==> config.mk <==
export PLATFORM = sky130hd
export DESIGN_NAME = rf_wr_ctrl
export DESIGN_NICKNAME = d
export VERILOG_FILES = /design/src/rtl/riscv_pkg.sv /design/src/rtl/rr_arb2.sv /design/src/rtl/rf_wr_ctrl.sv
export SDC_FILE = /design/constraint.sdc
export NUM_CORES = 1
export LEC_CHECK = 0
export ABC_AREA = 1
export CAP_MARGIN = 20
export CORE_MARGIN = 2
export CORE_UTILIZATION = 47
export CTS_CLUSTER_DIAMETER = 100
export DETAILED_ROUTE_END_ITERATION = 10
export PLACE_DENSITY = 0.92
export REMOVE_ABC_BUFFERS = 1
export SLEW_MARGIN = 15
export SYNTH_ARGS = -nofsm -noshare
export SYNTH_HDL_FRONTEND = slang
export SYNTH_HIERARCHICAL = 1
export SYNTH_SLANG_ARGS = --single-unit
==> constraint.sdc <==
create_clock -name clk -period 2.8 [get_ports clk]
set_input_delay 0.7 -clock clk [delete_from_list [all_inputs] [get_ports clk]]
set_output_delay 0.7 -clock clk [all_outputs]
set_load 0.1 [all_outputs]
==> src/rtl/riscv_pkg.sv <==
// Shared register-file constants and the write-controller state encoding.
package riscv_pkg;

  localparam int RF_ADDR_W = 5;
  localparam int XLEN      = 32;
  localparam int RF_DEPTH  = 32;

  localparam logic [RF_ADDR_W-1:0] REG_ZERO   = 5'd0;
  localparam logic [RF_ADDR_W-1:0] SWEEP_LAST = 5'(RF_DEPTH - 1);

  localparam logic ST_INIT = 1'b0;
  localparam logic ST_RUN  = 1'b1;

  typedef struct packed {
    logic                 we;
    logic [RF_ADDR_W-1:0] a3;
    logic [XLEN-1:0]      wd3;
  } rf_wr_t;

  function automatic logic is_reg_zero(input logic [RF_ADDR_W-1:0] addr);
    return (addr == REG_ZERO);
  endfunction

endpackage

==> src/rtl/rr_arb2.sv <==
// Two-way round-robin arbiter; a tie goes to the requester not granted last.
module rr_arb2 (
  input  logic [1:0] i_valid,
  input  logic       i_last_grant,
  output logic [1:0] o_grant
);

  // Grant decode: single requester wins outright, a tie alternates.
  always_comb begin
    o_grant = 2'b00;
    case (i_valid)
      2'b01:   o_grant = 2'b01;
      2'b10:   o_grant = 2'b10;
      2'b11:   o_grant = i_last_grant ? 2'b01 : 2'b10;
      default: o_grant = 2'b00;
    endcase
  end

endmodule

==> src/rtl/rf_wr_ctrl.sv <==
// Register-file write-port controller: post-reset init sweep of x1..x31, then
// round-robin sharing of the port between ALU and LSU write-back.
module rf_wr_ctrl
  import riscv_pkg::*;
#(
  parameter logic            INIT_EN  = 1'b1,
  parameter logic [XLEN-1:0] INIT_VAL = 32'h0000_0000,
  parameter int              CNT_W    = 16
) (
  input  logic                 clk,
  input  logic                 rst_n,
  input  logic                 req0_valid,
  input  logic [RF_ADDR_W-1:0] req0_addr,
  input  logic [XLEN-1:0]      req0_data,
  output logic                 req0_ready,
  input  logic                 req1_valid,
  input  logic [RF_ADDR_W-1:0] req1_addr,
  input  logic [XLEN-1:0]      req1_data,
  output logic                 req1_ready,
  output logic                 rf_we,
  output logic [RF_ADDR_W-1:0] rf_a3,
  output logic [XLEN-1:0]      rf_wd3,
  output logic                 init_done,
  output logic [CNT_W-1:0]     conflict_cnt
);

  logic                 r_state;
  logic                 w_state_nxt;
  logic [RF_ADDR_W-1:0] r_cnt;
  logic                 r_last_grant;
  logic [1:0]           w_grant;
  logic                 w_ready0;
  logic                 w_ready1;
  logic                 w_hs_any;
  logic [RF_ADDR_W-1:0] w_sel_addr;
  logic [XLEN-1:0]      w_sel_data;
  rf_wr_t               r_wr;
  rf_wr_t               w_wr_nxt;
  logic                 r_init_done;
  logic [CNT_W-1:0]     r_conf;

  rr_arb2 u_arb (
    .i_valid      ({req1_valid, req0_valid}),
    .i_last_grant (r_last_grant),
    .o_grant      (w_grant)
  );

  // State register.
  always_ff @(posedge clk or negedge rst_n) begin
    if (!rst_n) begin
      r_state <= INIT_EN ? ST_INIT : ST_RUN;
    end else begin
      r_state <= w_state_nxt;
    end
  end

  // Next-state logic: leave INIT once the last register has been issued.
  always_comb begin
    w_state_nxt = r_state;
    case (r_state)
      ST_INIT: begin
        if (r_cnt == SWEEP_LAST) begin
          w_state_nxt = ST_RUN;
        end else begin
          w_state_nxt = ST_INIT;
        end
      end
      ST_RUN:  w_state_nxt = ST_RUN;
      default: w_state_nxt = ST_RUN;
    endcase
  end

  // Output logic: readys are only offered in RUN.
  always_comb begin
    w_ready0 = 1'b0;
    w_ready1 = 1'b0;
    case (r_state)
      ST_RUN: begin
        w_ready0 = w_grant[0];
        w_ready1 = w_grant[1];
      end
      default: begin
        w_ready0 = 1'b0;
        w_ready1 = 1'b0;
      end
    endcase
  end

  assign req0_ready = w_ready0;
  assign req1_ready = w_ready1;
  assign w_hs_any   = (req0_valid & w_ready0) | (req1_valid & w_ready1);

  // Sweep counter; it parks at the last address once INIT is over.
  always_ff @(posedge clk or negedge rst_n) begin
    if (!rst_n) begin
      r_cnt <= 5'd1;
    end else if ((r_state == ST_INIT) && (r_cnt != SWEEP_LAST)) begin
      r_cnt <= r_cnt + 5'd1;
    end else begin
      r_cnt <= r_cnt;
    end
  end

  // Round-robin history, moved only by an actual handshake.
  always_ff @(posedge clk or negedge rst_n) begin
    if (!rst_n) begin
      r_last_grant <= 1'b1;
    end else if (req0_valid && w_ready0) begin
      r_last_grant <= 1'b0;
    end else if (req1_valid && w_ready1) begin
      r_last_grant <= 1'b1;
    end else begin
      r_last_grant <= r_last_grant;
    end
  end

  // Next write-port value: sweep, accepted request, or idle with held a3/wd3.
  always_comb begin
    w_sel_addr = req0_addr;
    w_sel_data = req0_data;
    if (w_ready1) begin
      w_sel_addr = req1_addr;
      w_sel_data = req1_data;
    end else begin
      w_sel_addr = req0_addr;
      w_sel_data = req0_data;
    end

    w_wr_nxt = r_wr;
    if (r_state == ST_INIT) begin
      w_wr_nxt.we  = 1'b1;
      w_wr_nxt.a3  = r_cnt;
      w_wr_nxt.wd3 = INIT_VAL;
    end else if (w_hs_any) begin
      if (is_reg_zero(w_sel_addr)) begin
        // x0 is architecturally zero: accept the request but suppress the write.
        w_wr_nxt.we = 1'b0;
        w_wr_nxt.a3 = REG_ZERO;
      end else begin
        w_wr_nxt.we  = 1'b1;
        w_wr_nxt.a3  = w_sel_addr;
        w_wr_nxt.wd3 = w_sel_data;
      end
    end else begin
      w_wr_nxt.we = 1'b0;
    end
  end

  // Registered write port and init flag.
  always_ff @(posedge clk or negedge rst_n) begin
    if (!rst_n) begin
      r_wr        <= '0;
      r_init_done <= INIT_EN ? 1'b0 : 1'b1;
    end else begin
      r_wr        <= w_wr_nxt;
      r_init_done <= (w_state_nxt == ST_RUN);
    end
  end

  // Saturating count of RUN cycles where both requesters contend.
  always_ff @(posedge clk or negedge rst_n) begin
    if (!rst_n) begin
      r_conf <= '0;
    end else if ((r_state == ST_RUN) && req0_valid && req1_valid && (r_conf != '1)) begin
      r_conf <= r_conf + {{(CNT_W-1){1'b0}}, 1'b1};
    end else begin
      r_conf <= r_conf;
    end
  end

  assign rf_we        = r_wr.we;
  assign rf_a3        = r_wr.a3;
  assign rf_wd3       = r_wr.wd3;
  assign init_done    = r_init_done;
  assign conflict_cnt = r_conf;

endmodule

==> impl_summary.log, run 1 <==
[metrics] Vias/cell: around 5
[metrics] GR Overflow Total: 0
[metrics] sequential fraction of the synthesis area: between 40 and 50%
[metrics] clock transition at the registers of the reported paths: 0.06 ns
[metrics] All-Layer GR Usage: 24.6%
[metrics] Crit. Startpoint: req1_valid
[metrics] slew at the pin with the worst max-slew slack: about 0.65 ns
[metrics] number of rows in the core area: 31
[metrics] total negative slack: 0 ns
[metrics] CTS Root Buffer Type: clkbuf_8
[metrics] switching power of the nets: between 0.002 and 0.0025 W
[metrics] final setup violation count: 0
[metrics] number of global-route vias before repair: about 3,400
[metrics] minimum clock period: 2.68 ns
[metrics] number of different library cells in the post-synthesis netlist: 29
[metrics] Reg-to-Reg Start: init_done
[metrics] global placer's final weighted congestion: just under 0.9
[metrics] Clock Tree Buf Depth: 2
[metrics] WP data arrival: 1.98 ns
[metrics] core outline area: slightly above 0.007 sq mm
[metrics] kind of end point of the critical path: output pin
[metrics] maximum number of pins on one net before global-route repair: 35
[metrics] Sequential Power Share: slightly below 30%
[metrics] worst skew pair latency: around 0.34 ns
[metrics] fraction of layout cells with a size suffix above 1: 16.5%
[metrics] Sinks on Clock Net: 61
[metrics] number of warnings reported in the yosys synthesis log: 6
[metrics] class of the worst hold path: input port to asynchronous set/reset pin
[metrics] number of cells in the design after placement: slightly below 700
[metrics] first-pass iteration count of the detailed router: 4
[metrics] flop and latch count out of synthesis: 61
[metrics] starting density of the core: 47.9%
[metrics] number of violations reported at the end of detailed-routing iteration 0: about 150
[metrics] cell internal pwr: between 0.0015 and 0.002 W
[metrics] Post-Syn Area per Cell: around 7.3 sq um
[metrics] Post-Synthesis Cells: between 400 and 500
[metrics] x dimension of the die: just under 90 um
[metrics] Pwr Density: 795 mW/mm^2
[metrics] Total Routed Length: around 9.4 mm
[metrics] number of endpoints with negative hold slack in the final report: 0
[metrics] Logic pwr share: a little over half
[metrics] clock network fraction of design power: 18.3%
[metrics] I/O pin cnt: between 100 and 150
[metrics] RSZ-0062 raised after global routing: false
[metrics] post-place setup slack: between 0.1 and 0.15 ns
[metrics] final count of pins violating max slew: 0
[metrics] clock tree from TritonCTS: yes
[metrics] Post-CTS Hold Buffers: 0
[metrics] WHS: 0.382 ns
[metrics] Vert. Die Dim: 89.3 um
[metrics] synthesized area: between 0.003 and 0.004 sq mm
[metrics] CP max FO: 5
[metrics] total of max-cap violations: 0
[metrics] CP startpoint kind: input port
[metrics] worst-case register-to-register setup slack: between 0.7 and 0.8 ns
[metrics] synth-to-layout area growth: 43.8%
[metrics] antenna violations before repair: 0
[metrics] Detail Route Antenna Nets: 0
[metrics] leakage power total: between 2 and 2.5 nW
[metrics] Total Power Consumption: between 0.003 and 0.004 W
[metrics] Routed WL per cell: 13.3 um
[metrics] detailed-placement wirelength estimate: 6.91 mm
[metrics] Max-slew headroom: 56.9%
[metrics] port buffer count: between 100 and 150
[metrics] result of the run: finished, final reports clean
[metrics] number of design rule violations left after detail routing: 0
[metrics] switching share of power: about half
[metrics] library cell with the largest summed area after synthesis: dfrtp_1
[metrics] Layout Skew: approximately 0.0089 ns
[metrics] post-CTS setup buffers: 0
[metrics] fin worst setup slack: 0.122 ns
[metrics] vias: 3,583
[metrics] maximum frequency from static timing analysis: 0.373 GHz
[metrics] leading post-synthesis cells by cell area: dfrtp_1 43%, nand2_1 17%, nor2_1 9.1%
[metrics] crit share post-route: between 90% and 100%
[metrics] fraction of synthesized cell area taken by the top area cell type: between 40% and 50%
[metrics] worst IR drop on VDD: 0.547 mV
[metrics] # resized after CTS: 0
[metrics] total number of H-tree levels: 3
[metrics] number of nets at the end of the flow: around 680
[metrics] Inserted Diodes: 0
[metrics] Die Area: between 0.007 and 0.008 sq mm
[metrics] CTS buffer count: 9
[metrics] CP Data Required Time: around 2.1 ns
[metrics] wire length of the first global-routing pass: about 15 mm
[metrics] crit path kind: input port to output pin
[metrics] final instance count without filler cells: 705
==> per-stage QoR <==
stage | area [sq um] | util (%)
global route | 4920 | 68.9
floorplan | 3270 | -
global placement | 4740 | 66.4
finish | 4920 | 68.9
detailed placement | 4740 | 66.4
CTS | 4920 | 68.9
==> flip-flops by register name (all words and copies together) (netlist names) <==
| name | cells |
|---|---|
| rf_wd3 | 32 |
| conflict_cnt | 16 |
| r_cnt | 5 |
| rf_a3 | 5 |
| init_done | 1 |
| r_last_grant | 1 |
| rf_we | 1 |
==> power by group through the flow <==
| stage | Combinational (W) | Sequential [W] | Clock (W) |
|---|---|---|---|
| finish | 0.00203 | 0.00116 | 0.000715 |
| global route | 0.00212 | 0.00119 | 0.000766 |
| CTS | 0.00204 | 0.00116 | 0.000721 |
| detailed placement | 0.00204 | 0.00118 | 0 |
| global placement | 0.00201 | 0.00117 | 0 |
| floorplan | 0.000319 | 0.00234 | 0 |
==> critical path, stage by stage <==
cell and delay [ns]:
clkdlybuf4s50_1 0.48, inv_1 0.06, a21oi_2 0.19, nand2_1 0.16
inv_1 0.19, buf_12 0.19
==> logic make-up after synthesis <==
| kind of cell | synth area share (%) |
|---|---|
| adder cells (fa/ha/maj) | 1.10 |
| AO/OA/AOI/OAI | 7.39 |
| AND/OR/NAND/NOR | 37.3 |
| flip-flops | 44.7 |
| XOR/XNOR | 2.82 |
| buffers and inverters | 6.66 |
==> per-layer routing <==
metal	global-route usage (%)	vias up	wire length [um]
met2	43.8	132	4880
met1	29.1	1673	3660
li1	-	1759	-
met5	0	-	0
met3	4.43	19	607
met4	10.4	0	198
==> placed cells by master, fill, tap and decap left out, types with 2 or more instances in the layout <==
cell type	Yosys	routed
clkbuf_8	0	12
nand3_2	4	4
clkbuf_1	10	2
nand3_1	45	45
o21ai_0	38	38
xnor2_1	10	10
inv_2	3	3
nand4_1	6	6
nand2_1	157	157
inv_1	16	16
nor2_1	83	83
dfstp_2	2	2
ha_1	3	3
buf_4	3	64
a31oi_1	3	3
dfrtp_1	59	59
o211ai_1	2	2
buf_12	0	5
clkdlybuf4s50_1	0	76
nor2_4	2	2
nand2_2	3	3
==> worst paths after layout <==
check | endpoint | cells after the start
setup / recovery | req1_ready | 6
hold / removal | rf_we | 1
setup reg to reg | rf_wd3[29] | 7
hold reg to reg | rf_wd3[20] | 2
max in group asynchronous | r_cnt[0] | 2
min in group clk | rf_wd3[20] | 2
==> area by class of cell <==
class | count | area (sq um)
sequential | 61 | 1530
inverter | 20 | 75.1
clock buffer | 14 | 173
clock inverter | 1 | 5.00
timing repair buffer | 146 | 1350
tap | 99 | 124
multi-input combinational | 364 | 1670
fill | 594 | 2220
==> cell usage after synthesis (all sizes together) <==
master	instances
dfstp	2
nor2	85
nand3	49
a21boi	1
and2	1
a31oi	3
inv	19
o211ai	2
clkbuf	10
clkinv	1
nand4	6
buf	14
and3	1
nand3b	1
ha	3
xnor2	10
a21oi	1
dfrtp	59
o21ai	39
xor2	1
nand2	161
(Power assumes the default switching activity.)
==> run 2, diff against run 1 <==
Settings changed: CORE_UTILIZATION 47 to 44, PLACE_DENSITY 0.92 to 0.87, SLEW_MARGIN 15 to unset.
Clock period 2.8 ns to 2.71 ns, I/O delays scaled along.
==> run 2 against run 1 <==
  * Combinational power increased by 4%
  * Critical path depth stayed put
  * Via count shrank 1.9%
  * Global-route usage shrank 0.98 points
  * Die area grew 6.5%
  * Worst setup slack better by 0.020 ns
  * Critical endpoint unchanged
==> impl_summary.log, run 2 (same netlist as run 1, synthesis figures left out) <==
[metrics] Sinks on Clock Net: 61 (unchanged)
[metrics] Total Routed Length: 9.57 mm (+2.4%)
[metrics] Post-CTS Hold Buffers: 0 (unchanged)
[metrics] result of the run: finished, final reports clean
[metrics] first-pass iteration count of the detailed router: 4 (unchanged)
[metrics] WHS: 0.376 ns (-0.00609 ns)
[metrics] number of global-route vias before repair: 3,463 (+2.7%)
[metrics] Filler Cell Count: 662 (+11%)
[metrics] Routed WL per cell: 13.5 um (+1.8%)
[metrics] met2 demand-to-capacity share in global routing: 41.2% (-2.6 points)
[metrics] crit share post-route: a little over nine tenths
[metrics] total negative slack: 0 ns (unchanged)
[metrics] worst reg-to-reg path cell count: 8 (+1)
[metrics] Final Util: 65.7% (-3.2 points)
[metrics] total of max-cap violations: 0 (unchanged)
[metrics] met3 usage: 4.52% (+0.087 points)
[metrics] detailed-placement wirelength estimate: 7.06 mm (+2.2%)
[metrics] x dimension of the die: 92.2 um (+3.2%)
[metrics] Worst path most repeated cell: inv_1
[metrics] final instance count without filler cells: 709 (+0.57%)
[metrics] Detail Route Antenna Nets: 0 (unchanged)
[metrics] clock tree from TritonCTS: yes
[metrics] class of the worst hold path: input port to asynchronous set/reset pin
[metrics] busiest grt layer: met2
[metrics] number of design rule violations left after detail routing: 0 (unchanged)
[metrics] Worst path max stage delay: 0.48 ns (about the same)
[metrics] cell with the biggest individual delay on the critical path: clkdlybuf4s50_1
[metrics] number of cells in the design after placement: 693 (+0.43%)
[metrics] clock transition at the registers of the reported paths: 0.07 ns (about the same)
[metrics] I/O pin cnt: 135 (unchanged)
[metrics] core outline area: 0.00761 sq mm (+6.6%)
[metrics] CP startpoint kind: input port
[metrics] maximum number of pins on one net before global-route repair: 34 (-2.9%)
[metrics] global-route met1 utilization: 27.8% (-1.3 points)
[metrics] vias: 3,516 (-1.9%)
[metrics] Pwr Density: 857 mW/mm^2 (+7.8%)
[metrics] crit path kind: input port to output pin
[metrics] RSZ-0062 raised after global routing: false
[metrics] final setup violation count: 0 (unchanged)
[metrics] critical path, cell by cell: clkdlybuf4s50_1, inv_1, a21oi_2, nand2_1, inv_1, buf_12
[metrics] worst IR drop on VDD: 0.507 mV (-7.3%)
[metrics] global placer's final weighted congestion: 0.818 (-6.0%)
[metrics] number of nets at the end of the flow: 683 (unchanged)
[metrics] port buffer count: 134 (unchanged)
[metrics] number of violations reported at the end of detailed-routing iteration 0: 150 (-2.6%)
[metrics] leakage power total: 2.42 nW (+1.6%)
[metrics] number of endpoints with negative hold slack in the final report: 0 (unchanged)
[metrics] number of flip-flops under the largest register name: 32 (unchanged)
[metrics] worst skew pair latency: 0.34 ns (about the same)
[metrics] minimum clock period: 2.57 ns
[metrics] # resized after CTS: 0 (unchanged)
[metrics] GR Overflow Total: 0 (unchanged)
[metrics] number of rows in the core area: 32 (+3.2%)
[metrics] synth-to-layout area growth: 46.2%
[metrics] Layout Skew: 0.00659 ns (-0.00228 ns)
[metrics] post-CTS setup buffers: 0 (unchanged)
[metrics] antenna violations before repair: 0 (unchanged)
[metrics] CP max FO: 5 (unchanged)
[metrics] Clock Tree Buf Depth: 2 (unchanged)
[metrics] Max-slew headroom: 53.4% (-3.5 points)
[metrics] CP Data Required Time: 2.03 ns (-0.07 ns)
[metrics] Vert. Die Dim: 92.2 um (+3.2%)
[metrics] Inserted Diodes: 0 (unchanged)
[metrics] Total Power Consumption: 0.00429 W (+9.7%)
[metrics] final count of pins violating max slew: 0 (unchanged)
[metrics] slew at the pin with the worst max-slew slack: 0.699 ns (+0.0520 ns)
[metrics] starting density of the core: 45.0% (-3.0 points)
[metrics] All-Layer GR Usage: 23.7% (-0.98 points)
[metrics] WP data arrival: 1.89 ns (-0.09 ns)
[metrics] highest-count cells in the layout ignoring fill and taps: 157 x nand2_1, 83 x nor2_1, 76 x clkdlybuf4s50_1
[metrics] Die Area: 0.00849 sq mm (+6.5%)
[metrics] Vias/cell: 4.96 (-2.4%)
[metrics] total number of H-tree levels: 3 (unchanged)
[metrics] wire length of the first global-routing pass: 16.0 mm (+5.7%)
[metrics] kind of end point of the critical path: output pin
[metrics] fraction of layout cells with a size suffix above 1: 17.0% (+0.47 points)
[metrics] CTS Root Buffer Type: clkbuf_8
[metrics] most common cell after layout, fill and taps aside: nand2_1
[metrics] maximum frequency from static timing analysis: 0.389 GHz
[metrics] CTS buffer count: 9 (unchanged)
## run 2: final timing paths
path	from	to	slack, ns
min in group clk	rf_wd3[19]	rf_wd3[19]	0.48
min	rst_n	rf_wd3[0]	0.38
min reg2reg	rf_wd3[19]	rf_wd3[19]	0.48
max in group asynchronous	rst_n	r_last_grant	1.63
max	req1_valid	req1_ready	0.14
max reg2reg	conflict_cnt[0]	conflict_cnt[15]	0.79
## run 2: cell type report
| type | count | area, sq um | area share, % |
|---|---|---|---|
| inverters | 20 | 75.1 | 1.50 |
| flip-flops and latches | 61 | 1530 | 30.6 |
| repair buffers | 146 | 1360 | 27.2 |
| multi-input cells | 364 | 1670 | 33.3 |
| clock buffers | 13 | 179 | 3.58 |
| well taps | 102 | 128 | 2.55 |
| clock inverters | 3 | 65.1 | 1.30 |
## run 2: power breakdown
part / leakage (nW) / internal (W) / switching [W]
combinational: 1.55 / 0.000473 / 0.00163
sequential: 0.744 / 0.00108 / 0.000125
clock: 0.126 / 0.000617 / 0.000360
total: 2.42 / 0.00217 / 0.00212
## run 2: critical path: cells and delay by family
| kind | cells | cell delay [ns] |
|---|---|---|
| buffers and inverters | 4 | 0.92 |
| AO/OA/AOI/OAI | 1 | 0.16 |
| AND/OR/NAND/NOR | 1 | 0.14 |
## run 2: layer usage
metal / vias up / share of wire [%]
li1: 1761 / -
met1: 1628 / 42
met2: 104 / 51
met3: 23 / 4.3
met4: 0 / 2.7
met5: - / 0
## run 2: stage by stage
| step | area [sq um] | worst slack [ns] |
|---|---|---|
| final | 5000 | 0.143 |
| after global routing | 5000 | 0.105 |
| after CTS | 5000 | 0.145 |
| after detailed placement | 4760 | 0.152 |
| after global placement | 4760 | 0.180 |
| after floorplan | 3270 | -1.36 |
